`config.mk`:
```
export PLATFORM = sky130hd
export DESIGN_NAME = bus_io_responder
export DESIGN_NICKNAME = d
export VERILOG_FILES = /design/src/rtl/bus_io_responder.sv
export SDC_FILE = /design/constraint.sdc
export NUM_CORES = 1
export LEC_CHECK = 0
export CAP_MARGIN = 10
export CELL_PAD_IN_SITES_DETAIL_PLACEMENT = 0
export CELL_PAD_IN_SITES_GLOBAL_PLACEMENT = 1
export CORE_UTILIZATION = 30
export DETAILED_ROUTE_END_ITERATION = 8
export GPL_TIMING_DRIVEN = 1
export PLACE_DENSITY_LB_ADDON = 0.08
export SLEW_MARGIN = 15
export SYNTH_ARGS = -nofsm -noshare
export SYNTH_HDL_FRONTEND = slang
export SYNTH_SLANG_ARGS = --single-unit
```
`constraint.sdc`:
```
create_clock -name clk -period 4 [get_ports clk]
set_input_delay 0.8 -clock clk [delete_from_list [all_inputs] [get_ports clk]]
set_output_delay 0.8 -clock clk [all_outputs]
set_load 0.01 [all_outputs]
```
`src/rtl/bus_io_responder.sv`:
```
// bus_io_responder: toggle-bus I/O slave exposing GPIO out/in, a prescaled timer and an ID word.
// Optional feature: define BUS_IO_TIMER_EN to build the timer and its prescaler.
module bus_io_responder #(
  parameter int unsigned WAIT_STATES = 1,
  parameter int unsigned GPIO_W      = 10,
  parameter int unsigned PRESCALE    = 1000,
  parameter logic [15:0] ID_VALUE    = 16'h10A1
) (
  input  logic              clk,
  input  logic              reset,
  input  logic [15:0]       addr,
  input  logic [1:0]        cmd,
  input  logic              run,
  input  logic [15:0]       wr_data,
  output logic [15:0]       rd_data,
  output logic              done,
  input  logic [GPIO_W-1:0] gpio_in,
  output logic [GPIO_W-1:0] gpio_out
);

  localparam int unsigned DATA_W = 16;
  localparam int unsigned CNT_W  = 4;

  typedef enum logic {
    S_IDLE,
    S_WAIT
  } state_t;

  state_t            state;
  logic [CNT_W-1:0]  wcnt;
  logic [2:0]        lat_addr;
  logic [1:0]        lat_cmd;
  logic [DATA_W-1:0] lat_wdata;
  logic [GPIO_W-1:0] gpio_meta;
  logic [GPIO_W-1:0] gpio_sync;

  logic              pending;
  logic              acc_fire;
  logic [2:0]        acc_addr;
  logic [1:0]        acc_cmd;
  logic [DATA_W-1:0] acc_wdata;
  logic [DATA_W-1:0] cur_val;
  logic [DATA_W-1:0] wr_val;
  logic [DATA_W-1:0] rd_val;
  logic [DATA_W-1:0] timer_val;
  logic              unused_addr_hi;

  assign pending        = (run != done);
  assign unused_addr_hi = ^addr[15:3];

  // Access source: live bus inputs for zero-wait completion, latched request otherwise
  always_comb begin
    acc_fire  = 1'b0;
    acc_addr  = lat_addr;
    acc_cmd   = lat_cmd;
    acc_wdata = lat_wdata;
    if (state == S_IDLE) begin
      if (WAIT_STATES == 0) begin
        acc_fire  = pending;
        acc_addr  = addr[2:0];
        acc_cmd   = cmd;
        acc_wdata = wr_data;
      end
    end else if (wcnt == '0) begin
      acc_fire = 1'b1;
    end
  end

  // Register read mux, byte-lane write merge and read formatting
  always_comb begin
    case (acc_addr[2:1])
      2'd0:    cur_val = DATA_W'(gpio_out);
      2'd1:    cur_val = DATA_W'(gpio_sync);
      2'd2:    cur_val = timer_val;
      default: cur_val = ID_VALUE;
    endcase
    wr_val = cur_val;
    if (!acc_cmd[1]) begin
      wr_val = acc_wdata;
    end else if (acc_addr[0]) begin
      wr_val[15:8] = acc_wdata[7:0];
    end else begin
      wr_val[7:0] = acc_wdata[7:0];
    end
    if (!acc_cmd[1]) begin
      rd_val = cur_val;
    end else if (acc_addr[0]) begin
      rd_val = {8'h00, cur_val[15:8]};
    end else begin
      rd_val = {8'h00, cur_val[7:0]};
    end
  end

  // Request FSM, GPIO synchronizer and output registers
  always_ff @(posedge clk) begin
    if (reset) begin
      state     <= S_IDLE;
      wcnt      <= '0;
      lat_addr  <= '0;
      lat_cmd   <= '0;
      lat_wdata <= '0;
      gpio_meta <= '0;
      gpio_sync <= '0;
      rd_data   <= '0;
      done      <= 1'b0;
      gpio_out  <= '0;
    end else begin
      gpio_meta <= gpio_in;
      gpio_sync <= gpio_meta;
      case (state)
        S_IDLE: begin
          if (pending && (WAIT_STATES != 0)) begin
            lat_addr  <= addr[2:0];
            lat_cmd   <= cmd;
            lat_wdata <= wr_data;
            wcnt      <= CNT_W'(WAIT_STATES - 1);
            state     <= S_WAIT;
          end
        end
        S_WAIT: begin
          if (wcnt == '0) begin
            state <= S_IDLE;
          end else begin
            wcnt <= wcnt - 1'b1;
          end
        end
        default: state <= S_IDLE;
      endcase
      if (acc_fire) begin
        done <= ~done;
        if (acc_cmd[0]) begin
          if (acc_addr[2:1] == 2'd0) begin
            gpio_out <= GPIO_W'(wr_val);
          end
        end else begin
          rd_data <= rd_val;
        end
      end
    end
  end

`ifdef BUS_IO_TIMER_EN
  logic [DATA_W-1:0] timer;
  logic [DATA_W-1:0] prescaler;
  logic              timer_wr;

  assign timer_wr  = acc_fire && acc_cmd[0] && (acc_addr[2:1] == 2'd2);
  assign timer_val = timer;

  // A CPU write beats a same-cycle increment and restarts the prescaler
  always_ff @(posedge clk) begin
    if (reset) begin
      timer     <= '0;
      prescaler <= '0;
    end else if (timer_wr) begin
      timer     <= wr_val;
      prescaler <= '0;
    end else if (prescaler == DATA_W'(PRESCALE - 1)) begin
      prescaler <= '0;
      timer     <= timer + 16'd1;
    end else begin
      prescaler <= prescaler + 16'd1;
    end
  end
`else
  assign timer_val = '0;
`endif

endmodule

```
==> results by stage, run 1 <==
Power:
- The net switching share of the total power is 33.05%.
- For this design the ratio of total power to cell area is 558.0 mW/mm².
- Per report_power, the sequential group accounts for 46.0% of the total.
- The total power is 1.780 mW.
- The leakage power of the design is 1.096 nW.
- The switching component of the power is 0.5884 mW.
- The internal power is 1.192 mW.
- The clock network burns 28.5% of the power.
- The power share of the combinational group is 25.5%.
- The worst-case vdd ir drop is 0.2174 mV.

Clock network:
- The number of CTS-inserted buffers is 9.
- No sink is reached through more buffers than the 2 on the longest clock path.
- The number of sinks on the clock net is 62.
- TritonCTS built the clock tree.
- The H-tree was split into 3 levels.
- The tree is rooted in a sky130_fd_sc_hd__clkbuf_8.
- The count of buffers added by post-CTS timing repair for setup is 0.
- The clock latency at the later pin of the worst-skew pair is 0.34 ns.
- Clock-pin slew was measured on the worst setup and hold paths at 0.07 ns.
- Buffers inserted to repair hold after CTS numbered 0.
- The post-CTS resize count is 0.

Detailed routing:
- The post-detailed-route wirelength per cell is 13.32 µm.
- In this run, the number of DRC markers left after iteration 0 of detailed routing was 76.
- After detailed routing, the number of vias per cell comes to 4.578.
- The number of routed nets with antenna violations is 0.
- The routed layout has 1973 vias.
- The first detailed-routing pass ran for 4 iterations.
- Summed over all layers, the routed wires come to 5.740 mm.
- For this run, design rule violations remaining after detail routing come to 0.

Final layout:
- The diode insertion count for antenna repair is 0.
- The post-layout instance count excluding filler cells is 431.
- Relative to the synthesized area, the layout overhead comes to 29.11%.
- The final layout contains 372 nets.
- Measured on the finished design, the core utilization comes to 40.66%.
- The fraction of final layout cells with drive strength greater than 1 is 6.383%.

Global routing:
- The number of global-route vias before repair is 1853.
- Entering global routing, the biggest net connects 35 pins.
- The number of antenna violations at the first check in global routing came to 0.
- The total global routing overflow is 0.
- The global-route usage over all layers is 14.80%.
- The wire length of the first global-routing pass is 9.604 mm.

Run status:
- The flow ran to the end, and the final reports show no timing, DRC or antenna violations.

STA:
- The final number of setup-violating endpoints is 0.
- The setup TNS after final layout is 0 ns.
- Setup repair after global routing left no endpoint under its margin.
- The number of hold-slack violations in the final timing report is 0.
- Based on the critical path, the design can be clocked at up to 0.4696 GHz.
- The number of pins with negative max-slew slack in the final report is 0.
- The post-route minimum period is 2.130 ns.
- Clock skew on the completed layout was measured at 0.006862 ns.
- Once routing completed, OpenROAD measured the worst setup slack at 1.870 ns.
- The part of the cycle the worst path needs is 53.24%.
- The actual slew at the worst max-slew pin is 0.8859 ns.
- Headroom to the max-slew limit came out at 40.86%.

Yosys:
- Dividing the synthesized area by the synthesized cell count gives 8.701 µm².
- The number of flops mapped to enable cells by yosys is 0.
- After synthesis, the cell types taking the most area are sky130_fd_sc_hd__dfxtp_1 (50%), sky130_fd_sc_hd__nand2_1 (7.0%), sky130_fd_sc_hd__nor2b_1 (5.3%).
- The synthesized flop and latch total is 62.
- The synthesized netlist occupies a cell area of 0.002471 mm².
- sky130_fd_sc_hd__dfxtp_1 takes more of the synthesized area than any other cell.
- The instance count of the mapped netlist is 284.
- The Yosys step of the flow raised 0 warnings.
- The netlist uses 33 different library cells.
- The share of flip-flops with an asynchronous set or reset is 0%.
- After synthesis, the most frequently instantiated cells are sky130_fd_sc_hd__dfxtp_1 (62), sky130_fd_sc_hd__nand2_1 (46), sky130_fd_sc_hd__a21oi_1 (26).
- The area share of the largest cell type after synthesis is 50.23%.
- Summing the sequential cell areas from Yosys gives 50.23% of the chip area.
- For this run, the leading register cell type out of synthesis is sky130_fd_sc_hd__dfxtp_1.
- The dominant cell by count in the synthesized netlist is sky130_fd_sc_hd__dfxtp_1.

Setup path:
- In this run the critical register-to-register path is launched from wcnt[0].
- The nature of the critical path startpoint is a flip-flop.
- The minimum setup slack among reg-to-reg paths is 1.87 ns.
- The required time of the critical path is 4.27 ns.
- The startpoint-to-endpoint class of the critical path is flip-flop to flip-flop.
- In this run the worst path has a maximum fanout of 18.
- The endpoint identified for the worst register-to-register timing path is rd_data[6].
- Measured in cells, the most critical reg-to-reg path has a length of 6.
- For the worst setup path, the data arrival time is 2.40 ns.
- The endpoint type of the worst setup path is a flip-flop.

Floorplan:
- The die is 92.76 µm wide.
- The region available for standard cell placement spans 0.007848 mm².
- Row generation in the floorplan step produced 32 rows.
- The initial core utilization is 31.49%.
- The number of top-level pins is 74.
- The die area is 0.008604 mm².
- The height of the die is 92.76 µm.

Worst hold path:
- In this run the most critical hold path is launched from gpio_meta[8].
- The number of cells on the worst hold path is 1.
- The worst min-delay path endpoint is gpio_sync[8].
- The path type of the worst min-delay path is flip-flop to flip-flop.

Place:
- The quantity of I/O buffers inserted on ports is 49.
- Timing analysis after detailed placement gives a worst setup slack of 1.594 ns.
- Including well taps, the total number of placed cells is 415.
- The global placement routability congestion is 0.7041.
- Once detailed placement completed, the half-perimeter wirelength came to 3.877 mm.

Job:
- The count of maximum capacitance violations is 0.
==> metrics by stage <==
| stage | hold slack, ns | instance area [µm²] |
|---|---|---|
| CTS | 0.4405 | 3191 |
| finish | 0.4366 | 3191 |
| detailed placement | 0.4204 | 3004 |
| floorplan | 0.4138 | 2486 |
| global route | 0.4569 | 3191 |
| global placement | 0.4175 | 3004 |
==> cell families (layout without fill, tap and decap cells) <==
| logic type | after synthesis | in the layout | synth area share [%] |
|---|---|---|---|
| buffers and inverters | 31 | 72 | 5.620 |
| other | 1 | 5 | 0.1518 |
| AOI/OAI and AO/OA | 55 | 55 | 13.72 |
| DFF | 62 | 62 | 50.23 |
| muxes | 8 | 8 | 3.241 |
| xor gates and xnor gates | 3 | 3 | 1.063 |
| and+or+nand+nor | 123 | 123 | 25.47 |
| adders and majority gates | 1 | 1 | 0.5062 |
==> layout by cell type (no fill, tap or decap), types with 2 or more instances in the layout <==
master and instances:
sky130_fd_sc_hd__dfxtp_1 62, sky130_fd_sc_hd__clkdlybuf4s50_1 48, sky130_fd_sc_hd__nand2_1 46, sky130_fd_sc_hd__a21oi_1 26, sky130_fd_sc_hd__nor2b_1 21, sky130_fd_sc_hd__nor2_1 21
sky130_fd_sc_hd__nor3_1 13, sky130_fd_sc_hd__clkbuf_8 12, sky130_fd_sc_hd__a211oi_1 10, sky130_fd_sc_hd__mux2i_1 8, sky130_fd_sc_hd__o21ai_0 7, sky130_fd_sc_hd__nand2b_1 5
sky130_fd_sc_hd__or4_1 5, sky130_fd_sc_hd__conb_1 5, sky130_fd_sc_hd__inv_1 4, sky130_fd_sc_hd__nand3b_1 3, sky130_fd_sc_hd__o211ai_1 3, sky130_fd_sc_hd__xor2_1 3
sky130_fd_sc_hd__buf_4 3, sky130_fd_sc_hd__o311ai_0 2, sky130_fd_sc_hd__nand4b_1 2, sky130_fd_sc_hd__o31a_1 2, sky130_fd_sc_hd__o41ai_1 2, sky130_fd_sc_hd__o21a_1 2
sky130_fd_sc_hd__clkinv_2 2
==> final cells by class <==
type	instances	area, µm²
Sequential cell	62	1241
Clock inverter	3	17.52
Clock buffer	13	168.9
Fill cell	846	4657
Multi-Input combinational cell	195	1112
Tap cell	102	127.6
Timing Repair Buffer	52	508.0
Inverter	4	15.01
==> worst max-delay path, stage by stage, from the launching register on <==
cell                        delay, ns
sky130_fd_sc_hd__dfxtp_1         0.33
sky130_fd_sc_hd__inv_1           0.08
sky130_fd_sc_hd__ha_1            0.26
sky130_fd_sc_hd__nand4bb_4       0.18
sky130_fd_sc_hd__or2_1           0.47
sky130_fd_sc_hd__or4_1           0.59
sky130_fd_sc_hd__a21oi_1         0.15
==> power by group through the flow <==
stage | registers, mW | logic (mW) | clock network (mW)
after global routing | 0.837 | 0.519 | 0.559
after detailed placement | 0.836 | 0.459 | 0
after floorplan | 0.781 | 0.343 | 0
after CTS | 0.822 | 0.461 | 0.533
final | 0.819 | 0.454 | 0.508
after global placement | 0.837 | 0.458 | 0
==> state kept, by name, indices dropped and copies added (netlist names) <==
name       flops
acc_wdata     10
done           1
acc_cmd        2
wcnt           4
state          1
gpio_meta     10
gpio_sync     10
rd_data       11
gpio_out      10
acc_addr       3
==> worst max-delay path by stage <==
stage	from	to	slack [ns]	depth (start not counted)
3_5_place_dp	run	acc_wdata[0]	1.59	5
3_3_place_gp	run	acc_wdata[2]	1.57	5
4_1_cts	wcnt[0]	rd_data[6]	1.87	6
5_1_grt	wcnt[0]	rd_data[9]	1.72	6
2_1_floorplan	run	acc_wdata[6]	2.07	6
6_report	wcnt[0]	rd_data[6]	1.87	6
==> metal layers <==
metal	global-route usage (%)	share of wire, %
met1	19.74	50
met2	21.38	44
met3	6.076	4.7
met4	5.000	1.5
met5	0	0
No activity file was read; power rests on OpenSTA's default activity.
==> run 2, diff against run 1 <==
Clock period 4 ns to 1.8 ns, I/O delays scaled along.
==> run 2 against run 1 <==
  * Die area unchanged
  * Final cell count up 5.1%
  * Sequential share of layout area down 3.3 points
  * Register-to-register slack worse by 1.8 ns
  * Total power rose to 2.6 times the previous value
  * Via count up 6.1%
  * Clock skew up 0.0020 ns
  * Non-clock buffer count up 22
  * Routed wire length up 6.4%
  * Maximum frequency up 26%
  * First-iteration DRC count down 34%
  * Combinational power rose to 3.1 times the previous value
  * Highest routed layer unchanged
==> results by stage, run 2 (same netlist as run 1, synthesis figures left out) <==
Detailed routing:
- Summing over every cut layer, the via total after detailed routing is 2094.
- The number of design rule violations left after detail routing is 0.
- The final routed wirelength across all metal layers is 6.108 mm.
- The mean number of vias per cell is 4.623.
- In this run, the number of DRC markers left after iteration 0 of detailed routing was 50.
- In this run the remaining antenna-violating nets after routing total 0.
- In the final routed layout, each cell accounts on average for 13.48 µm.
- The first-pass iteration count of the detailed router is 4.

STA:
- The final critical path takes up 93.81% of the cycle.
- The number of pins with negative max-slew slack in the final report is 0.
- Setup repair after global routing left no endpoint under its margin.
- After layout, the minimum clock period comes to 1.689 ns.
- Timing would allow up to 0.5922 GHz.
- The setup TNS after final layout is 0 ns.
- The number of hold-slack violations in the final timing report was 0.
- Across the routed clock network, the largest skew measured is 0.008855 ns.
- The final number of setup-violating endpoints is 0.

Global routing:
- The global-route usage over all layers is 14.74%.
- The number of antenna violations at the first check in global routing was 0.
- Entering global routing, the biggest net connects 32 pins.
- Summed over all layers, the global routing overflow is 0.
- The wire length of the first global-routing pass is 9.660 mm.
- The number of global-route vias before repair is 1883.

Floorplan:
- The die covers 0.008604 mm².
- The initial core utilization is 31.49%.
- The cell row count is 32.
- For this design the top-level I/O count stands at 74.
- The core outline area is 0.007848 mm².
- The x dimension of the die is 92.76 µm.
- The height of the die is 92.76 µm.

Worst hold path:
- The worst hold path begins at gpio_meta[8].
- The number of cells on the worst hold path is 1.
- The worst min-delay path endpoint is gpio_sync[8].
- The path type of the worst min-delay path is flip-flop to flip-flop.

Setup path:
- The required time of the critical path is 2.07 ns.
- The end of the worst register-to-register path is rd_data[6].
- The number of cell instances on the worst register-to-register path is 6.
- The worst path arrival time is 1.95 ns.
- The startpoint of the worst setup timing path is wcnt[0].
- The maximum net fanout on the critical path is 8.
- The startpoint-to-endpoint class of the critical path is flip-flop to flip-flop.
- The worst setup path is launched from a flip-flop.
- The endpoint type of the worst setup path is a flip-flop.
- For flop-to-flop paths, the worst setup slack is 0.11 ns.
- The startpoint of the lowest-slack register-to-register path is wcnt[0].

Final layout:
- The finished cells cover 0.003486 mm².
- 0 antenna diodes ended up in the layout.
- The fill cell instance count of the final layout is 828.
- The post-layout instance count excluding filler cells is 453.
- The relative area change from synthesis to final layout is 41.06%.
- Cells with a size suffix above 1 make up 14.53% of the layout.
- The multi-input combinational cells in the finished layout cover a total of 0.001154 mm².
- Leaving out fill and tap cells, the most frequent cell in the layout is sky130_fd_sc_hd__dfxtp_1.
- In the layout the commonest cells are sky130_fd_sc_hd__dfxtp_1 (62), sky130_fd_sc_hd__clkdlybuf4s50_1 (48), sky130_fd_sc_hd__nand2_1 (46), sky130_fd_sc_hd__a21oi_1 (26).
- The register with the most flip-flops in the layout has 11 of them.
- rd_data holds more flip-flops than any other register.
- The area of all sequential standard cells is 0.001241 mm².
- The net total in the final layout is 394.

Clock network:
- Clock-pin slew was measured on the worst setup and hold paths at 0.07 ns.
- The H-tree depth reported by CTS is 3.
- In this run, post-CTS hold repair placed 0 buffers.
- The tree is rooted in a sky130_fd_sc_hd__clkbuf_8.
- The tree built by TritonCTS fans out to 62 sinks.
- Buffers inserted during clock tree synthesis total 9.
- The clock latency at the later pin of the worst-skew pair is 0.34 ns.
- The clock tree from TritonCTS is done.
- In this run the deepest clock path goes through 2 buffers.

Run status:
- The flow ran to the end, and the final reports show no timing, DRC or antenna violations.

Power:
- The leakage power of the design is 1.250 nW.
- Across the VDD grid, the largest voltage drop is 0.4032 mV.
- The cell area power density is 1317 mW/mm².

Place:
- The global placement routability congestion is 0.7319.
- Counting tap cells, the placed design contains a total of 433 instances.
- The post-place instance area is 0.003164 mm².
- Summed over all nets, the half-perimeter wirelength after detailed placement is 4.120 mm.
- The count of buffers added on input and output ports is 49.

Job:
- The count of maximum capacitance violations is 0.
## run 2: changes by cell type in the layout (fill, tap and decap cells not counted), moves of 2 or more
cell | before | now
sky130_fd_sc_hd__buf_4 | 3 | 20
sky130_fd_sc_hd__buf_12 | 0 | 3
sky130_fd_sc_hd__bufinv_16 | 0 | 3
sky130_fd_sc_hd__clkbuf_8 | 12 | 9
sky130_fd_sc_hd__a211oi_1 | 10 | 8
sky130_fd_sc_hd__a211oi_2 | 0 | 2
## run 2: power breakdown
group	leakage [nW]	internal (mW)	total, mW	switching, mW
clock	0.119	0.912	1.45	0.541
combinational	0.623	0.703	1.40	0.695
sequential	0.508	1.57	1.74	0.170
total	1.25	3.18	4.59	1.41
## run 2: per-stage QoR
stage                     worst slack [ns]  hold WS [ns]  total power [mW]  util [%]
after global routing               0.01135        0.4583             4.900     44.42
final                               0.1114        0.4376             4.592     44.42
after floorplan                    0.03986        0.4138             2.499         -
after CTS                         0.007148        0.4426             4.600     43.42
after global placement            -0.02584        0.4173             3.107     40.32
after detailed placement          -0.03986        0.4246             3.116     40.32
## run 2: how the worst max path moves through the flow
stage	slack, ns	to
2_1_floorplan	0.04	rd_data[9]
3_3_place_gp	-0.03	gpio_out[2]
3_5_place_dp	-0.04	gpio_out[3]
4_1_cts	0.007	rd_data[6]
5_1_grt	0.01	rd_data[6]
6_report	0.11	rd_data[6]
## run 2: final cells by class
type | instances | area share, %
Clock buffer | 9 | 3.553
Clock inverter | 7 | 3.230
Inverter | 4 | 0.4307
Multi-Input combinational cell | 195 | 33.09
Sequential cell | 62 | 35.61
Tap cell | 102 | 3.661
Timing Repair Buffer | 74 | 20.42
## run 2: critical path, cell delays in order, from the launching register on
cell	delay, ns
sky130_fd_sc_hd__dfxtp_1	0.32
sky130_fd_sc_hd__inv_2	0.08
sky130_fd_sc_hd__ha_4	0.15
sky130_fd_sc_hd__nand4bb_4	0.13
sky130_fd_sc_hd__or2_4	0.29
sky130_fd_sc_hd__or4_1	0.50
sky130_fd_sc_hd__a21oi_1	0.15
## run 2: repair_timing
action	CTS	global route
gates cloned	0	1
gates resized for setup	2	9
endpoints found under the hold margin	0	0
pin swaps	0	0
endpoints found under the setup margin	10	14
setup buffers	0	3
## run 2: metal layers
layer	up-vias	wire [µm]	track usage [%]
met5	-	0	0
met4	0	81	6.538
met3	7	228	3.612
met2	39	2765	21.51
met1	969	3033	20.39
li1	1079	-	-
